File: config.mk
export PLATFORM = sky130hd
export DESIGN_NAME = conv_sequencer
export DESIGN_NICKNAME = d
export VERILOG_FILES = /design/src/rtl/conv_sequencer.sv
export SDC_FILE = /design/constraint.sdc
export NUM_CORES = 1
export LEC_CHECK = 0
export BUFFER_PORTS_ARGS = -buffer_cell sky130_fd_sc_hd__buf_2
export CELL_PAD_IN_SITES_DETAIL_PLACEMENT = 1
export CELL_PAD_IN_SITES_GLOBAL_PLACEMENT = 1
export CORE_ASPECT_RATIO = 0.8
export CORE_MARGIN = 5
export CORE_UTILIZATION = 30
export DETAILED_ROUTE_END_ITERATION = 10
export PLACE_DENSITY = 0.61
export SLEW_MARGIN = 20
export SYNTH_ARGS = -nofsm -noshare
export SYNTH_HDL_FRONTEND = slang
export SYNTH_SLANG_ARGS = --single-unit
File: constraint.sdc
create_clock -name clk -period 3.3 [get_ports clk]
set_input_delay 0.165 -clock clk [delete_from_list [all_inputs] [get_ports clk]]
set_output_delay 0.165 -clock clk [all_outputs]
set_load 0.01 [all_outputs]
File: src/rtl/conv_sequencer.sv
// Autonomous instruction sequencer for the 2D systolic core: walks one 3x3 convolution
// layer (weight load, activation execute, psum drain per kij, then pmem accumulation).
module conv_sequencer #(
    parameter int COL      = 8,
    parameter int ROW      = 8,
    parameter int LEN_KIJ  = 9,
    parameter int LEN_NIJ  = 36,
    parameter int LEN_ONIJ = 16,
    parameter int KI_W     = 3,
    parameter int IN_W     = 6,
    parameter int OUT_W    = 4,
    parameter int W_BASE   = 128,
    parameter int DRAIN    = 16
) (
    input  logic        clk,
    input  logic        reset,
    input  logic        start,
    input  logic        valid,
    output logic [33:0] inst,
    output logic        busy,
    output logic        done,
    output logic [3:0]  kij_idx
);

    localparam logic [33:0] IDLE_WORD = 34'h1_800C_0000;
    // Drain must cover the full array pipeline, so never shorter than row+col.
    localparam int DRAIN_CYC = (DRAIN > ROW + COL) ? DRAIN : ROW + COL;

    typedef enum logic [3:0] {
        S_IDLE, S_W_RD, S_W_LD, S_W_DR, S_X_RD, S_X_EX, S_X_DR, S_PS_WR, S_ACC, S_DONE
    } state_t;

    state_t      r_state, w_state_nxt;
    logic [5:0]  r_cnt, w_cnt_nxt;
    logic [3:0]  r_kij, w_kij_nxt;
    logic [3:0]  r_k, w_k_nxt, r_kx, w_kx_nxt, r_ky, w_ky_nxt;
    logic [3:0]  r_ox, w_ox_nxt, r_oy, w_oy_nxt;
    logic [4:0]  r_o, w_o_nxt;
    logic [33:0] r_inst, w_inst;
    logic        r_busy, w_busy, r_done, w_done;
    logic [3:0]  r_kij_idx, w_kij_idx;
    logic        w_acc, w_cen_p, w_wen_p, w_cen_x, w_wen_x;
    logic [10:0] w_a_p, w_a_x;
    logic        w_ofifo_rd, w_l0_rd, w_l0_wr, w_exec, w_load;

    // Next-state, counter and instruction-field decode for the current state.
    always_comb begin
        w_state_nxt = r_state;
        w_cnt_nxt   = r_cnt;
        w_kij_nxt   = r_kij;
        w_k_nxt     = r_k;
        w_kx_nxt    = r_kx;
        w_ky_nxt    = r_ky;
        w_o_nxt     = r_o;
        w_ox_nxt    = r_ox;
        w_oy_nxt    = r_oy;
        w_busy      = 1'b1;
        w_done      = 1'b0;
        w_kij_idx   = r_kij;
        w_acc       = 1'b0;
        w_cen_p     = 1'b1;
        w_wen_p     = 1'b1;
        w_a_p       = 11'd0;
        w_cen_x     = 1'b1;
        w_wen_x     = 1'b1;
        w_a_x       = 11'd0;
        w_ofifo_rd  = 1'b0;
        w_l0_rd     = 1'b0;
        w_l0_wr     = 1'b0;
        w_exec      = 1'b0;
        w_load      = 1'b0;
        case (r_state)
            S_IDLE: begin
                w_busy = 1'b0;
                if (start) begin
                    w_state_nxt = S_W_RD;
                    w_cnt_nxt   = 6'd0;
                    w_kij_nxt   = 4'd0;
                end else begin
                    w_state_nxt = S_IDLE;
                end
            end
            S_W_RD: begin
                // l0_wr trails the xmem read by one cycle to absorb SRAM read latency.
                if (r_cnt < 6'(COL)) begin
                    w_cen_x = 1'b0;
                    w_a_x   = 11'(W_BASE) + 11'(r_kij) * 11'(COL) + 11'(r_cnt);
                end else begin
                    w_cen_x = 1'b1;
                end
                w_l0_wr = (r_cnt != 6'd0);
                if (r_cnt == 6'(COL)) begin
                    w_state_nxt = S_W_LD;
                    w_cnt_nxt   = 6'd0;
                end else begin
                    w_cnt_nxt = r_cnt + 6'd1;
                end
            end
            S_W_LD: begin
                w_l0_rd = 1'b1;
                w_load  = 1'b1;
                if (r_cnt == 6'(COL - 1)) begin
                    w_state_nxt = S_W_DR;
                    w_cnt_nxt   = 6'd0;
                end else begin
                    w_cnt_nxt = r_cnt + 6'd1;
                end
            end
            S_W_DR: begin
                if (r_cnt == 6'(DRAIN_CYC - 1)) begin
                    w_state_nxt = S_X_RD;
                    w_cnt_nxt   = 6'd0;
                end else begin
                    w_cnt_nxt = r_cnt + 6'd1;
                end
            end
            S_X_RD: begin
                if (r_cnt < 6'(LEN_NIJ)) begin
                    w_cen_x = 1'b0;
                    w_a_x   = 11'(r_cnt);
                end else begin
                    w_cen_x = 1'b1;
                end
                w_l0_wr = (r_cnt != 6'd0);
                if (r_cnt == 6'(LEN_NIJ)) begin
                    w_state_nxt = S_X_EX;
                    w_cnt_nxt   = 6'd0;
                end else begin
                    w_cnt_nxt = r_cnt + 6'd1;
                end
            end
            S_X_EX: begin
                w_l0_rd = 1'b1;
                w_exec  = 1'b1;
                if (r_cnt == 6'(LEN_NIJ - 1)) begin
                    w_state_nxt = S_X_DR;
                    w_cnt_nxt   = 6'd0;
                end else begin
                    w_cnt_nxt = r_cnt + 6'd1;
                end
            end
            S_X_DR: begin
                if (r_cnt == 6'(DRAIN_CYC - 1)) begin
                    w_state_nxt = S_PS_WR;
                    w_cnt_nxt   = 6'd0;
                end else begin
                    w_cnt_nxt = r_cnt + 6'd1;
                end
            end
            S_PS_WR: begin
                if (valid) begin
                    w_ofifo_rd = 1'b1;
                    w_cen_p    = 1'b0;
                    w_wen_p    = 1'b0;
                    w_a_p      = 11'(r_kij) * 11'(LEN_NIJ) + 11'(r_cnt);
                    if (r_cnt == 6'(LEN_NIJ - 1)) begin
                        w_cnt_nxt = 6'd0;
                        if (r_kij < 4'(LEN_KIJ - 1)) begin
                            w_state_nxt = S_W_RD;
                            w_kij_nxt   = r_kij + 4'd1;
                        end else begin
                            w_state_nxt = S_ACC;
                            w_k_nxt     = 4'd0;
                            w_kx_nxt    = 4'd0;
                            w_ky_nxt    = 4'd0;
                            w_o_nxt     = 5'd0;
                            w_ox_nxt    = 4'd0;
                            w_oy_nxt    = 4'd0;
                        end
                    end else begin
                        w_cnt_nxt = r_cnt + 6'd1;
                    end
                end else begin
                    w_cnt_nxt = r_cnt;
                end
            end
            S_ACC: begin
                // k == LEN_KIJ is the idle gap that marks an output-pixel boundary.
                if (r_k == 4'(LEN_KIJ)) begin
                    w_k_nxt  = 4'd0;
                    w_kx_nxt = 4'd0;
                    w_ky_nxt = 4'd0;
                    if (r_o == 5'(LEN_ONIJ - 1)) begin
                        w_state_nxt = S_DONE;
                    end else begin
                        w_o_nxt = r_o + 5'd1;
                        if (r_ox == 4'(OUT_W - 1)) begin
                            w_ox_nxt = 4'd0;
                            w_oy_nxt = r_oy + 4'd1;
                        end else begin
                            w_ox_nxt = r_ox + 4'd1;
                        end
                    end
                end else begin
                    w_acc   = 1'b1;
                    w_cen_p = 1'b0;
                    w_a_p   = 11'(r_k) * 11'(LEN_NIJ) + 11'(r_oy) * 11'(IN_W) + 11'(r_ox)
                            + 11'(r_ky) * 11'(IN_W) + 11'(r_kx);
                    w_k_nxt = r_k + 4'd1;
                    if (r_kx == 4'(KI_W - 1)) begin
                        w_kx_nxt = 4'd0;
                        w_ky_nxt = r_ky + 4'd1;
                    end else begin
                        w_kx_nxt = r_kx + 4'd1;
                    end
                end
            end
            S_DONE: begin
                w_busy      = 1'b0;
                w_done      = 1'b1;
                w_kij_idx   = 4'd0;
                w_kij_nxt   = 4'd0;
                w_state_nxt = S_IDLE;
            end
            default: begin
                w_busy      = 1'b0;
                w_state_nxt = S_IDLE;
            end
        endcase
        w_inst = {w_acc, w_cen_p, w_wen_p, w_a_p, w_cen_x, w_wen_x, w_a_x,
                  w_ofifo_rd, 1'b0, 1'b0, w_l0_rd, w_l0_wr, w_exec, w_load};
    end

    // State, counters and registered outputs; reset aborts straight to idle.
    always_ff @(posedge clk) begin
        if (reset) begin
            r_state   <= S_IDLE;
            r_cnt     <= 6'd0;
            r_kij     <= 4'd0;
            r_k       <= 4'd0;
            r_kx      <= 4'd0;
            r_ky      <= 4'd0;
            r_o       <= 5'd0;
            r_ox      <= 4'd0;
            r_oy      <= 4'd0;
            r_inst    <= IDLE_WORD;
            r_busy    <= 1'b0;
            r_done    <= 1'b0;
            r_kij_idx <= 4'd0;
        end else begin
            r_state   <= w_state_nxt;
            r_cnt     <= w_cnt_nxt;
            r_kij     <= w_kij_nxt;
            r_k       <= w_k_nxt;
            r_kx      <= w_kx_nxt;
            r_ky      <= w_ky_nxt;
            r_o       <= w_o_nxt;
            r_ox      <= w_ox_nxt;
            r_oy      <= w_oy_nxt;
            r_inst    <= w_inst;
            r_busy    <= w_busy;
            r_done    <= w_done;
            r_kij_idx <= w_kij_idx;
        end
    end

    assign inst    = r_inst;
    assign busy    = r_busy;
    assign done    = r_done;
    assign kij_idx = r_kij_idx;

endmodule

# ---- Word level (Yosys, flattened, before mapping)
# Index checks and enable logic that the tools add are counted.
dict set report word_totals {
  reg_bits 79
  input_bits 4
  output_inout_bits 40
  wordCells 166
}
dict set report classes {
  n_addsub 15
  mul 4
  order_cmp 3
  eq_ne 34
  mux 70
  bitwise 3
  n_reduce_logical 20
}
# op n
set ops {}
lappend ops {{$mux 4} 29}
lappend ops {{$mux 6} 8}
lappend ops {{$pmux 6 s7} 1}
lappend ops {{$pmux 4 s2} 5}
lappend ops {{$pmux 4 s9} 1}
lappend ops {{$ne 2x2->1 const B} 15}
lappend ops {{$mux 5} 5}
lappend ops {{$add 4x1->4 const B} 6}
lappend ops {{$add 11x4->11} 2}
lappend ops {{$mux 11} 2}
lappend ops {{$pmux 11 s2} 1}
lappend ops {{$pmux 10 s2} 1}
lappend ops {{$eq 4x2->1 const B} 4}
lappend ops {{$eq 4x3->1 const B} 4}
lappend ops {{$mul 4x4->8 const B} 2}
lappend ops {{$reduce_or 2->1} 7}
lappend ops {{$eq 4x4->1 const B} 3}
lappend ops {{$eq 6x4->1 const B} 2}
lappend ops {{$eq 6x6->1 const B} 2}
lappend ops {{$mul 4x2->6 const B} 2}
lappend ops {{$mux 1} 12}
lappend ops {{$pmux 4 s3} 1}
lappend ops {{$add 10x6->11} 1}
lappend ops {{$add 10x7->11} 1}
lappend ops {{other kinds (28)} 32}

# ---- Longest topological paths before layout
dict set report logic_depth {
  ltp_word 7
  depth_mapped 14
  depth_no_buf 14
}

# ---- Worst setup path after synthesis
# OpenSTA, ideal clock, no wires.
dict set report synth_timing {
  path_type {reg-to-reg}
  start {reg r_oy[0]}
  end {reg r_inst[28] (netlist: inst[28])}
  setup_ps 117
  t_arrival_ps 3334
  t_required_ps 3183
  path_slack_ps -150
  path_stages_with_launch 14
  path_buffers 0
  period_less_slack_ps 3450
  path_cell_list {dfxtp_1 ha_1 inv_1 fa_1 xor2_1 fa_1 ha_1 ha_1 ha_1 a211o_1 a21oi_1 o21bai_1 xor2_1 a22o_1}
}
dict set report synth_via {
  elab_chain_cells 7
}
# element line
set synth_lines {}
lappend synth_lines {{start: declaration} 37} ;# logic [3:0] r_ox, w_ox_nxt, r_oy, w_oy_nxt;
lappend synth_lines {{start signal: assignment} 249} ;# r_oy <= w_oy_nxt;
lappend synth_lines {{$mul 4x2->6} 197} ;# w_a_p = 11'(r_k) * 11'(LEN_NIJ) + 11'(r_oy) * 11'(IN_W) + 11'(r_ox)
lappend synth_lines {{$add 10x7->11} 197}
lappend synth_lines {{$add 11x4->11} 197}
lappend synth_lines {{$add 11x7->11} 198} ;# + 11'(r_ky) * 11'(IN_W) + 11'(r_kx);
lappend synth_lines {{$add 11x4->11} 198}
lappend synth_lines {{$mux 11} 179} ;# if (r_k == 4'(LEN_KIJ)) begin
lappend synth_lines {{$pmux 11 s2} 72} ;# case (r_state)
lappend synth_lines {{end signal: assignment} 250} ;# r_inst <= w_inst;
lappend synth_lines {{end: declaration} 39} ;# logic [33:0] r_inst, w_inst;
# No other way between the ends.
# A chain may end at the register's enable or synchronous reset.

# ---- Worst setup path in the final report
dict set report layout_timing {
  start {reg r_oy[1]}
  end {reg r_inst[28] (netlist: inst[28])}
}
# Same word-level chain as after synthesis.

==> key figures <==
STA
  • Max Slew Vio Count: 0
  • Setup Skew: 0.00682 ns
  • Setup TNS Final: -0.133 ns
  • Worst slew margin: 38.0%
  • Tmin final: 3.36 ns
  • Final WS setup: -0.0582 ns
  • Setup Viol. Count Final: 3
  • Final worst path period share: 102%
  • Hold WS: 0.207 ns
  • Final hold vios: 0
  • Fmax: 298 MHz
  • Worst slew pin tran: 0.923 ns
  • RSZ-0062 raised after global routing: true

Floorplanning
  • # rows: 41
  • Top Ports: 44
  • Core area: 15600 sq um
  • Die area: 18400 sq um
  • Die W: 150 um
  • Die Height: 122 um
  • Starting Density: 30.2%

Setup path
  • Capture point of the worst path: inst[28]
  • Critical path endpoint category: flip-flop
  • Slowest stage delay, CP: 0.52 ns
  • WS Path Type: flip-flop to flip-flop
  • Critical-path top delay cell: fa_1
  • Reg-to-reg endpoint: inst[28]
  • Flop2flop setup slack: -0.06 ns
  • Worst setup SP type: flip-flop
  • Crit path from: r_oy[1]
  • Cells on worst reg2reg path: 13
  • Worst EP required: 3.53 ns
  • Arrival @ worst endpoint: 3.59 ns
  • Critical-path cell list: ha_4 > inv_2 > fa_2 > xor2_2 > fa_1 > ha_4 > ha_4 > ha_4 > a211o_1 > a21oi_2 > o21bai_1 > xor2_1 > a22o_1
  • Cell family with most CP delay: adder cells
  • WP buf/inv: 1
  • Most used cell along the critical path: ha_4
  • Critical path depth: 13
  • Worst r2r src: r_oy[1]
  • Crit Path Max Fanout: 4

Power
  • PwrDens: 401 nW/um^2
  • Sequential power share: 41.9%
  • Static leakage: 0.00253 uW
  • Int Power: 1680 uW
  • Maximum vdd drop: 0.000243 V
  • Sw Share: 28.4%
  • Part of the power in combinational logic: 15.0%
  • Total power: 2350 uW
  • Power share of the clock group: 43.1%
  • Sw power: 667 uW

Placement
  • PortBufs: 38
  • Hpwl dp: 10400 um
  • Placed Cells: 791
  • GP Congestion: 0.828

Drt
  • Antenna Violating Nets Remaining: 0
  • Drt pass-1 iters: 4
  • DR WL/cell: 17.2 um
  • Via density: 5.05
  • WL final: 13900 um
  • Via count: 4089
  • Initial drt markers: 187
  • Residual DRC: 0

Clocking
  • CTS tree: done
  • H-tree depth: 3
  • Hold_buf cts: 0
  • Clk slew on worst S/H paths: 0.06 ns
  • Root buf cell: clkbuf_16
  • Clock latency on the worst-skew pair: 0.34 ns
  • CTS sink count: 74
  • CTS buffer count: 9
  • Worst-case clock buffer depth: 2

Layout
  • Most frequent cells in the layout: dfxtp_1 (68), nor2_1 (61), buf_2 (38)
  • Diode count: 0
  • Most common cell after layout, fill and taps aside: dfxtp_1
  • Ratio of cells with drive above 1 in the final layout: 24.0%
  • Area Overhead vs Synth: 23.7%
  • Nets: 658
  • Fin cells: 810

Min path
  • Hold Crit Class: input port to flip-flop
  • Hold Crit Depth: 3
  • Min-Delay Startpoint: valid

Synth
  • Synthesized instance count: 535
  • Synthesis-stage register bit count: 74
  • FFs w/ async S/R, synth: 0%
  • Synth cell types: 73
  • Cell area after synthesis: 4730 sq um
  • Mean Syn Cell Area: 8.84 sq um
  • Synth Flop Type: dfxtp_1
  • Synth warnings: 0
  • Sequential fraction of the synthesis area: 31.3%
  • Post-synth EDFFs: 0

GRT
  • Largest net degree at the start of global routing: 41
  • Vias in the first global route: 4244
  • First-pass GRT wire length: 22800 um
  • Initial antenna violation count: 0
  • Gr usage total: 15.9%
  • Grt ovf: 0

Status
  • Violations in the final reports: negative setup slack
  • Status: finished with violations

Run
  • Max-Cap Viols: 0
==> state kept, by name, indices dropped and copies added, names as in the netlist, 4 cells and up <==
signal	flops
r_kij	4
r_ky	4
r_o	5
inst	29
r_cnt	6
r_state	4
r_ox	4
r_k	4
r_oy	4
r_kx	4
kij_idx	4
==> power by group through the flow <==
stage          Clock, uW  Combinational, uW  Sequential [uW]
3_5_place_dp           0                352             1010
5_1_grt             1090                397              993
3_3_place_gp           0                337             1000
2_1_floorplan          0                286              974
4_1_cts             1040                354              986
6_report            1010                353              984
==> per-stage QoR <==
step / area [sq um] / setup slack [ns] / utilization [%]
after floorplan: 4790 / -0.0252 / -
after global placement: 5290 / -0.163 / 33.8
after detailed placement: 5290 / -0.277 / 33.8
after CTS: 5780 / -0.133 / 37.0
after global routing: 5850 / -0.156 / 37.4
final: 5850 / -0.0582 / 37.4
==> area by class of cell <==
| class | instances | area, sq um |
|---|---|---|
| clock buffers | 12 | 256 |
| clock inverters | 4 | 50.0 |
| fillers | 1843 | 9790 |
| inverters | 34 | 128 |
| multi-input cells | 402 | 3230 |
| flip-flops and latches | 74 | 1500 |
| well taps | 215 | 269 |
| repair buffers | 69 | 423 |
==> worst min-delay path, cell delays in order <==
cell and delay [ns]:
buf_2 0.15, nand2_1 0.09, nor2_1 0.08
==> kinds of logic (layout without fill, tap and decap cells) <==
family          after synthesis  in the layout  share of synthesized area, %
buf+inv                      62            119                          6.40
other cells                   2              5                         0.159
simple gates                187            187                          21.4
fa+ha+maj                    64             64                          19.5
flops                        74             74                          31.3
compound gates              126            126                          17.4
xor+xnor                     16             16                          2.96
mux                           4              4                         0.847
==> worst min path at each step <==
stage	endpoint	slack, ns
finish	inst[6]	0.21
detailed placement	r_o[1]	0.49
CTS	inst[6]	0.20
floorplan	inst[0]	0.25
global placement	r_o[4]	0.48
global route	inst[6]	0.23
==> synth_stat cells (all sizes together), types with 3 or more instances <==
master | n | area share [%]
xnor2 | 9 | 1.7
a31oi | 4 | 0.53
nor2b | 6 | 0.79
inv | 34 | 2.7
and2 | 11 | 1.5
a211oi | 4 | 0.63
nand3 | 19 | 2.0
buf | 21 | 3.1
nand2b | 4 | 0.53
ha | 48 | 13
a21oi | 37 | 4.0
nand3b | 4 | 0.63
nor4 | 6 | 0.79
nor3b | 3 | 0.48
nor3 | 10 | 1.3
nand2 | 23 | 1.8
dfxtp | 74 | 31
nor4b | 5 | 1.5
nor2 | 66 | 5.3
o21a | 5 | 0.79
a311oi | 6 | 1.2
and3 | 12 | 1.6
xor2 | 7 | 1.3
o211ai | 3 | 0.48
o21ai | 30 | 3.3
mux2i | 4 | 0.85
clkbuf | 7 | 0.56
a21o | 8 | 1.3
a22oi | 6 | 0.95
fa | 16 | 6.8
==> timing repair <==
item,in CTS,in global routing
pin swaps,24,16
setup endpoints to repair,6,7
gates resized for setup,27,12
setup buffers,3,0
==> routing by layer <==
metal	track usage, %	vias to the layer above	wire length [um]
li1	-	2000	-
met1	21.9	2014	6810
met2	25.0	65	6360
met3	3.84	10	577
met4	3.94	0	170
met5	0	-	0
Note: power is estimated with default switching activity, not from simulation.
